==> config.mk <==
export PLATFORM = sky130hd
export DESIGN_NAME = scared_ghost_sprite_fetch_flat
export DESIGN_NICKNAME = d
export VERILOG_FILES = /design/src/rtl/scared_ghost_sprite_fetch_if.sv /design/src/rtl/scared_ghost_sprite_fetch.sv /design/src/flat_wrapper.sv
export SDC_FILE = /design/constraint.sdc
export NUM_CORES = 1
export LEC_CHECK = 0
export CORE_MARGIN = 10
export CORE_UTILIZATION = 40
export CTS_CLUSTER_SIZE = 12
export DETAILED_ROUTE_END_ITERATION = 8
export PLACE_DENSITY = 0.68
export SLEW_MARGIN = 20
export SYNTH_ARGS = -nofsm -noshare
export SYNTH_HDL_FRONTEND = slang
export SYNTH_SLANG_ARGS = --single-unit
==> constraint.sdc <==
create_clock -name Clk -period 5.3 [get_ports Clk]
set_clock_uncertainty 0.05 [all_clocks]
set_input_delay 0.795 -clock Clk [delete_from_list [all_inputs] [get_ports Clk]]
set_output_delay 0.795 -clock Clk [all_outputs]
set_load 0.05 [all_outputs]
==> src/rtl/scared_ghost_sprite_fetch_if.sv <==
// Bundle of the scan, control-pulse, sprite-ROM and palette-output signals of the scared-ghost fetch stage.
// The master side drives scan/ghost position, event pulses and ROM data; the slave side is the fetch stage.
interface scared_ghost_sprite_fetch_if #(
    parameter int unsigned ROM_AW = 9
);
    logic              frame_tick;
    logic              power_pellet;
    logic              ghost_eaten;
    logic [9:0]        DrawX;
    logic [9:0]        DrawY;
    logic [9:0]        GhostX;
    logic [9:0]        GhostY;
    logic [ROM_AW-1:0] rom_addr;
    logic [3:0]        rom_data;
    logic [3:0]        index;
    logic              pixel_on;
    logic              scared;
    logic              flash_white;

    modport master (
        output frame_tick, power_pellet, ghost_eaten, DrawX, DrawY, GhostX, GhostY, rom_data,
        input  rom_addr, index, pixel_on, scared, flash_white
    );

    modport slave (
        input  frame_tick, power_pellet, ghost_eaten, DrawX, DrawY, GhostX, GhostY, rom_data,
        output rom_addr, index, pixel_on, scared, flash_white
    );
endinterface

==> src/rtl/scared_ghost_sprite_fetch.sv <==
// Frightened-mode timer (NORMAL/SCARED/FLASH) for one ghost plus the 2-stage scan-to-palette-index
// pipeline that addresses the frightened-ghost sprite ROM.
module scared_ghost_sprite_fetch #(
    parameter int unsigned SPRITE_W        = 16,
    parameter int unsigned SPRITE_H        = 16,
    parameter int unsigned SCARED_FRAMES   = 360,
    parameter int unsigned FLASH_FRAMES    = 120,
    parameter int unsigned FLASH_HALF      = 15,
    parameter int unsigned ANIM_DIV        = 8,
    parameter logic [3:0]  TRANSPARENT_IDX = 4'h1
) (
    input  logic                        Clk,
    input  logic                        Reset_n,
    scared_ghost_sprite_fetch_if.slave  bus
);
    localparam int unsigned CNT_W   = $clog2(SCARED_FRAMES + 1);
    localparam int unsigned FLASH_W = $clog2(FLASH_HALF + 1);
    localparam int unsigned ANIM_W  = (ANIM_DIV > 1) ? $clog2(ANIM_DIV) : 1;
    localparam int unsigned COL_W   = $clog2(SPRITE_W);
    localparam int unsigned ROW_W   = $clog2(SPRITE_H);

    localparam logic [CNT_W-1:0]   CNT_FULL  = CNT_W'(SCARED_FRAMES);
    localparam logic [CNT_W-1:0]   CNT_FLASH = CNT_W'(FLASH_FRAMES);
    localparam logic [FLASH_W-1:0] FLASH_END = FLASH_W'(FLASH_HALF - 1);
    localparam logic [ANIM_W-1:0]  ANIM_END  = ANIM_W'(ANIM_DIV - 1);

    typedef enum logic [1:0] {
        ST_NORMAL,
        ST_SCARED,
        ST_FLASH
    } state_t;

    state_t             state_q, state_d;
    logic [CNT_W-1:0]   counter_q, counter_d;
    logic [FLASH_W-1:0] flash_cnt_q, flash_cnt_d;
    logic               flash_phase_q, flash_phase_d;
    logic [ANIM_W-1:0]  anim_cnt_q, anim_cnt_d;
    logic               anim_q, anim_d;
    logic               scared_q, scared_d;
    logic               flash_white_q, flash_white_d;

    logic               in_box_p1_q, in_box_p1_d;
    logic               scared_p1_q, scared_p1_d;
    logic [3:0]         index_q, index_d;
    logic               pixel_on_q, pixel_on_d;

    logic [10:0]        dx, dy;
    logic               in_box;

    always_comb begin
        state_d       = state_q;
        counter_d     = counter_q;
        flash_cnt_d   = flash_cnt_q;
        flash_phase_d = flash_phase_q;
        anim_d        = anim_q;
        anim_cnt_d    = anim_cnt_q;

        // Priority: eaten > pellet reload > frame tick.
        if (bus.ghost_eaten && (state_q != ST_NORMAL)) begin
            state_d   = ST_NORMAL;
            counter_d = '0;
        end else if (bus.power_pellet) begin
            state_d       = ST_SCARED;
            counter_d     = CNT_FULL;
            flash_phase_d = 1'b0;
            flash_cnt_d   = '0;
        end else if (bus.frame_tick) begin
            case (state_q)
                ST_SCARED: begin
                    counter_d = counter_q - CNT_W'(1);
                    if (counter_d == CNT_FLASH) begin
                        state_d       = ST_FLASH;
                        flash_phase_d = 1'b0;
                        flash_cnt_d   = '0;
                    end
                end
                ST_FLASH: begin
                    counter_d = counter_q - CNT_W'(1);
                    if (flash_cnt_q == FLASH_END) begin
                        flash_phase_d = ~flash_phase_q;
                        flash_cnt_d   = '0;
                    end else begin
                        flash_cnt_d = flash_cnt_q + FLASH_W'(1);
                    end
                    if (counter_d == '0) begin
                        state_d = ST_NORMAL;
                    end
                end
                default: ;
            endcase
        end

        if (state_d == ST_NORMAL) begin
            anim_d     = 1'b0;
            anim_cnt_d = '0;
        end else if (bus.frame_tick && !bus.power_pellet && (state_q != ST_NORMAL)) begin
            if (anim_cnt_q == ANIM_END) begin
                anim_d     = ~anim_q;
                anim_cnt_d = '0;
            end else begin
                anim_cnt_d = anim_cnt_q + ANIM_W'(1);
            end
        end

        scared_d      = (state_d != ST_NORMAL);
        flash_white_d = (state_d == ST_FLASH) && flash_phase_d;
    end

    // Zero-extended subtraction: bit 10 set means the scan is left of / above the sprite.
    assign dx     = {1'b0, bus.DrawX} - {1'b0, bus.GhostX};
    assign dy     = {1'b0, bus.DrawY} - {1'b0, bus.GhostY};
    assign in_box = !dx[10] && !dy[10] && (dx < 11'(SPRITE_W)) && (dy < 11'(SPRITE_H));

    always_comb begin
        in_box_p1_d = in_box;
        scared_p1_d = scared_q;
        index_d     = bus.rom_data;
        pixel_on_d  = in_box_p1_q && scared_p1_q && (bus.rom_data != TRANSPARENT_IDX);
    end

    always_ff @(posedge Clk or negedge Reset_n) begin
        if (!Reset_n) begin
            state_q       <= ST_NORMAL;
            counter_q     <= '0;
            flash_cnt_q   <= '0;
            flash_phase_q <= 1'b0;
            anim_cnt_q    <= '0;
            anim_q        <= 1'b0;
            scared_q      <= 1'b0;
            flash_white_q <= 1'b0;
            in_box_p1_q   <= 1'b0;
            scared_p1_q   <= 1'b0;
            index_q       <= '0;
            pixel_on_q    <= 1'b0;
        end else begin
            state_q       <= state_d;
            counter_q     <= counter_d;
            flash_cnt_q   <= flash_cnt_d;
            flash_phase_q <= flash_phase_d;
            anim_cnt_q    <= anim_cnt_d;
            anim_q        <= anim_d;
            scared_q      <= scared_d;
            flash_white_q <= flash_white_d;
            in_box_p1_q   <= in_box_p1_d;
            scared_p1_q   <= scared_p1_d;
            index_q       <= index_d;
            pixel_on_q    <= pixel_on_d;
        end
    end

    assign bus.rom_addr    = {anim_q, dy[ROW_W-1:0], dx[COL_W-1:0]};
    assign bus.index       = index_q;
    assign bus.pixel_on    = pixel_on_q;
    assign bus.scared      = scared_q;
    assign bus.flash_white = flash_white_q;
endmodule

==> src/flat_wrapper.sv <==
// flat-port wrapper written by rule: the top's interface ports become plain ports
module scared_ghost_sprite_fetch_flat 
#(
    parameter int unsigned SPRITE_W        = 16,
    parameter int unsigned SPRITE_H        = 16,
    parameter int unsigned SCARED_FRAMES   = 360,
    parameter int unsigned FLASH_FRAMES    = 120,
    parameter int unsigned FLASH_HALF      = 15,
    parameter int unsigned ANIM_DIV        = 8,
    parameter logic [3:0]  TRANSPARENT_IDX = 4'h1
)
  (Clk, Reset_n, bus_frame_tick, bus_power_pellet, bus_ghost_eaten, bus_DrawX, bus_DrawY, bus_GhostX, bus_GhostY, bus_rom_data, bus_rom_addr, bus_index, bus_pixel_on, bus_scared, bus_flash_white);
  scared_ghost_sprite_fetch_if #(.ROM_AW(9)) bus_i ();
  input  logic Clk;
  input  logic Reset_n;
  input wire logic [$bits(bus_i.frame_tick)-1:0] bus_frame_tick;
  input wire logic [$bits(bus_i.power_pellet)-1:0] bus_power_pellet;
  input wire logic [$bits(bus_i.ghost_eaten)-1:0] bus_ghost_eaten;
  input wire logic [$bits(bus_i.DrawX)-1:0] bus_DrawX;
  input wire logic [$bits(bus_i.DrawY)-1:0] bus_DrawY;
  input wire logic [$bits(bus_i.GhostX)-1:0] bus_GhostX;
  input wire logic [$bits(bus_i.GhostY)-1:0] bus_GhostY;
  input wire logic [$bits(bus_i.rom_data)-1:0] bus_rom_data;
  output wire logic [$bits(bus_i.rom_addr)-1:0] bus_rom_addr;
  output wire logic [$bits(bus_i.index)-1:0] bus_index;
  output wire logic [$bits(bus_i.pixel_on)-1:0] bus_pixel_on;
  output wire logic [$bits(bus_i.scared)-1:0] bus_scared;
  output wire logic [$bits(bus_i.flash_white)-1:0] bus_flash_white;
  assign bus_i.frame_tick = bus_frame_tick;
  assign bus_i.power_pellet = bus_power_pellet;
  assign bus_i.ghost_eaten = bus_ghost_eaten;
  assign bus_i.DrawX = bus_DrawX;
  assign bus_i.DrawY = bus_DrawY;
  assign bus_i.GhostX = bus_GhostX;
  assign bus_i.GhostY = bus_GhostY;
  assign bus_i.rom_data = bus_rom_data;
  assign bus_rom_addr = bus_i.rom_addr;
  assign bus_index = bus_i.index;
  assign bus_pixel_on = bus_i.pixel_on;
  assign bus_scared = bus_i.scared;
  assign bus_flash_white = bus_i.flash_white;
  scared_ghost_sprite_fetch #(.SPRITE_W(SPRITE_W), .SPRITE_H(SPRITE_H), .SCARED_FRAMES(SCARED_FRAMES), .FLASH_FRAMES(FLASH_FRAMES), .FLASH_HALF(FLASH_HALF), .ANIM_DIV(ANIM_DIV), .TRANSPARENT_IDX(TRANSPARENT_IDX)) u_core (.Clk(Clk), .Reset_n(Reset_n), .bus(bus_i));
endmodule
==> metrics <==
Finish-stage setup viols=0; vias in the first global route=2332; CP arrival=a little over 3000 ps; Die Area=0.00985 mm²; Iter 0 DRT Violations=77; Seq pwr share=0.319; Rel. slew slack=0.504; Syn Area/Cell=8.52 µm²; FMAX=~0.26 GHz; setup TNS=0 ps; gr usage total=0.120; I/O pin cnt=65; Max clock buf depth=2; Crit path required time=4450 ps; minimum clock period=between 3000 and 4000 ps; Worst-Skew Late Latency=between 200 and 300 ps; most common cell after layout, fill and taps aside=clkdlybuf4s50_1; crit-path max FO=4; unique cell type count in the Yosys netlist=between 60 and 70; hpwl dp=4920 µm; DRC violations left=0; die width=99.3 µm; hold buffers post-CTS=0; Cells after Synth=295; Routed Antenna Nets=0; Die H=slightly below 100 µm; layout cells sized above 1=0.0496; switching share of total power=0.351; Worst R2R Setup Slack=2810 ps; wirelength, routed=6030 µm; Clock Sinks=29; #FFs+latches synth=29; status=finished clean; Net Sw Power=between 0.2 and 0.3 mW; clock power share=0.287; Combinational Power Share=0.393; Initial DRT Pass Iterations=4; crit path kind=primary input to primary output; post_cts resized=0; Num CTS Buffers=5; clock slew at reported path FFs=about 70 ps; sequential cell area fraction in the yosys report=0.289; Net Count, Synth=about 380; most frequent cells in the layout=64 x clkdlybuf4s50_1, 44 x inv_1, 29 x ha_1, 29 x dfrtp_1, 26 x nor2_1; routed len/inst=~14 µm; via count=2295; initial antenna violation count=0; drt via density=~5.2; ys async rst share=1.00; Cell Rows=28; H-tree depth=2; clock root buffer=clkbuf_8; global route overflow=0; top_reg_cell synth=dfrtp_1; largest net degree at the start of global routing=30; Final #Nets=~440; first-pass GRT wire length=10100 µm; worst vdd ir=~0.2 mV; Worst Setup End Kind=primary output; power per cell area=~250 mW/mm²; RSZ-0062 raised after global routing=false; fin crit share=0.729; Slew Limit Fails=0; final core occ=0.556; PortBufs=64; synth warn=0; Post-CTS Setup Inserts=0; startpoint class of the critical path=primary input; Syn Std Cell Area=~0.0025 mm²; number of inserted diodes=0; Least-Margin Pin Slew=around 740 ps; P_leak=1.53 nW; HP Class=flop to flop; Starting Density=0.417; area delta synth->final=33.3%; Post-synth EDFFs=0; Pint=around 0.54 mW; final count of hold timing violations=0; RD Place Congestion=0.801; core area=0.00603 mm²; MaxCap Viol Count=0; CTS tree=built
## cells by family (layout without fill, tap and decap cells)
logic type	Yosys count	after routing	synth area share
AOI/OAI and AO/OA	68	68	0.191
muxes	9	9	0.0368
and+or+nand+nor	95	95	0.202
xor gates and xnor gates	13	13	0.0453
buffers and inverters	50	118	0.0767
adders and majority gates	31	31	0.160
DFF	29	29	0.289
## cells in the mapped netlist (all sizes together) (2+ instances only)
library cell / instances / share of area
a31oi: 4 / 0.010
o21a: 4 / 0.012
and2: 3 / 0.0075
buf: 2 / 0.0050
a21o: 2 / 0.0060
o2111ai: 2 / 0.0070
or4: 2 / 0.0075
o22a: 2 / 0.0070
a211o: 3 / 0.010
xnor2: 8 / 0.028
a21oi: 17 / 0.034
nand2b: 5 / 0.012
nor2: 26 / 0.039
nor3b: 3 / 0.011
fa: 2 / 0.016
a221o: 3 / 0.012
or2: 4 / 0.010
xor2: 5 / 0.017
ha: 29 / 0.14
nand3: 5 / 0.010
mux2i: 7 / 0.028
a21boi: 3 / 0.0090
o31a: 3 / 0.010
nor3: 11 / 0.022
clkbuf: 3 / 0.0045
nand2: 13 / 0.019
o21ai: 10 / 0.021
o31ai: 4 / 0.012
nor2b: 7 / 0.017
or3: 4 / 0.010
inv: 45 / 0.067
dfrtp: 29 / 0.29
mux2: 2 / 0.0090
nor4: 4 / 0.010
## power groups by stage
| stage | Sequential (mW) | Clock, mW | Combinational [mW] |
|---|---|---|---|
| after global routing | 0.271 | 0.259 | 0.363 |
| after detailed placement | 0.270 | 0 | 0.328 |
| after global placement | 0.270 | 0 | 0.323 |
| after CTS | 0.267 | 0.244 | 0.331 |
| after floorplan | 0.277 | 0 | 0.213 |
| final | 0.267 | 0.240 | 0.329 |
## final cells by class
| type | instances | area, µm² |
|---|---|---|
| well taps | 75 | 93.8 |
| clock buffers | 6 | 82.6 |
| fillers | 586 | 2670 |
| inverters | 45 | 169 |
| repair buffers | 65 | 648 |
| clock inverters | 2 | 37.5 |
| flip-flops and latches | 29 | 726 |
| multi-input cells | 216 | 1600 |
## state kept, by name, indices dropped and copies added (netlist names), 2 cells and up
name / cells
u_core.counter_q: 9
u_core.bus.index: 4
u_core.flash_cnt_q: 4
u_core.anim_cnt_q: 3
u_core.state_q: 2
## layer usage
metal  GRT usage  up-vias  wire [µm]
met1       0.126     1064       2530
met2       0.214       55       2980
met4      0.0309        0         51
met3      0.0505        5        473
met5           0        -          0
li1            -     1171          -
## stage by stage
stage	power [mW]	setup slack, ps	std cells	instance area [µm²]	hold WS (ps)
2_1_floorplan	0.490	2200	295	2510	407
3_3_place_gp	0.593	1480	430	3230	325
3_5_place_dp	0.599	1440	430	3230	321
4_1_cts	0.843	1420	438	3350	343
5_1_grt	0.893	1340	438	3350	363
6_report	0.836	1440	438	3350	338
## critical path, stage by stage
cell	delay [ps]
clkdlybuf4s50_1	520
inv_1	60
ha_1	280
nor2b_1	150
o31a_1	280
nor2_1	120
clkdlybuf4s50_1	810
## worst paths after layout
kind                                           from                endpoint  depth (start not counted)
worst min register to register    u_core.bus.scared      u_core.scared_p1_q                          0
max in group asynchronous                   Reset_n           u_core.anim_q                          2
min in group asynchronous                   Reset_n     u_core.counter_q[0]                          2
worst max-delay path                  bus_GhostX[1]         bus_rom_addr[3]                          7
worst max register to register  u_core.counter_q[2]  u_core.bus.flash_white                          6
worst min-delay path              u_core.bus.scared      u_core.scared_p1_q                          0
Power figures use the tool's default switching activity.
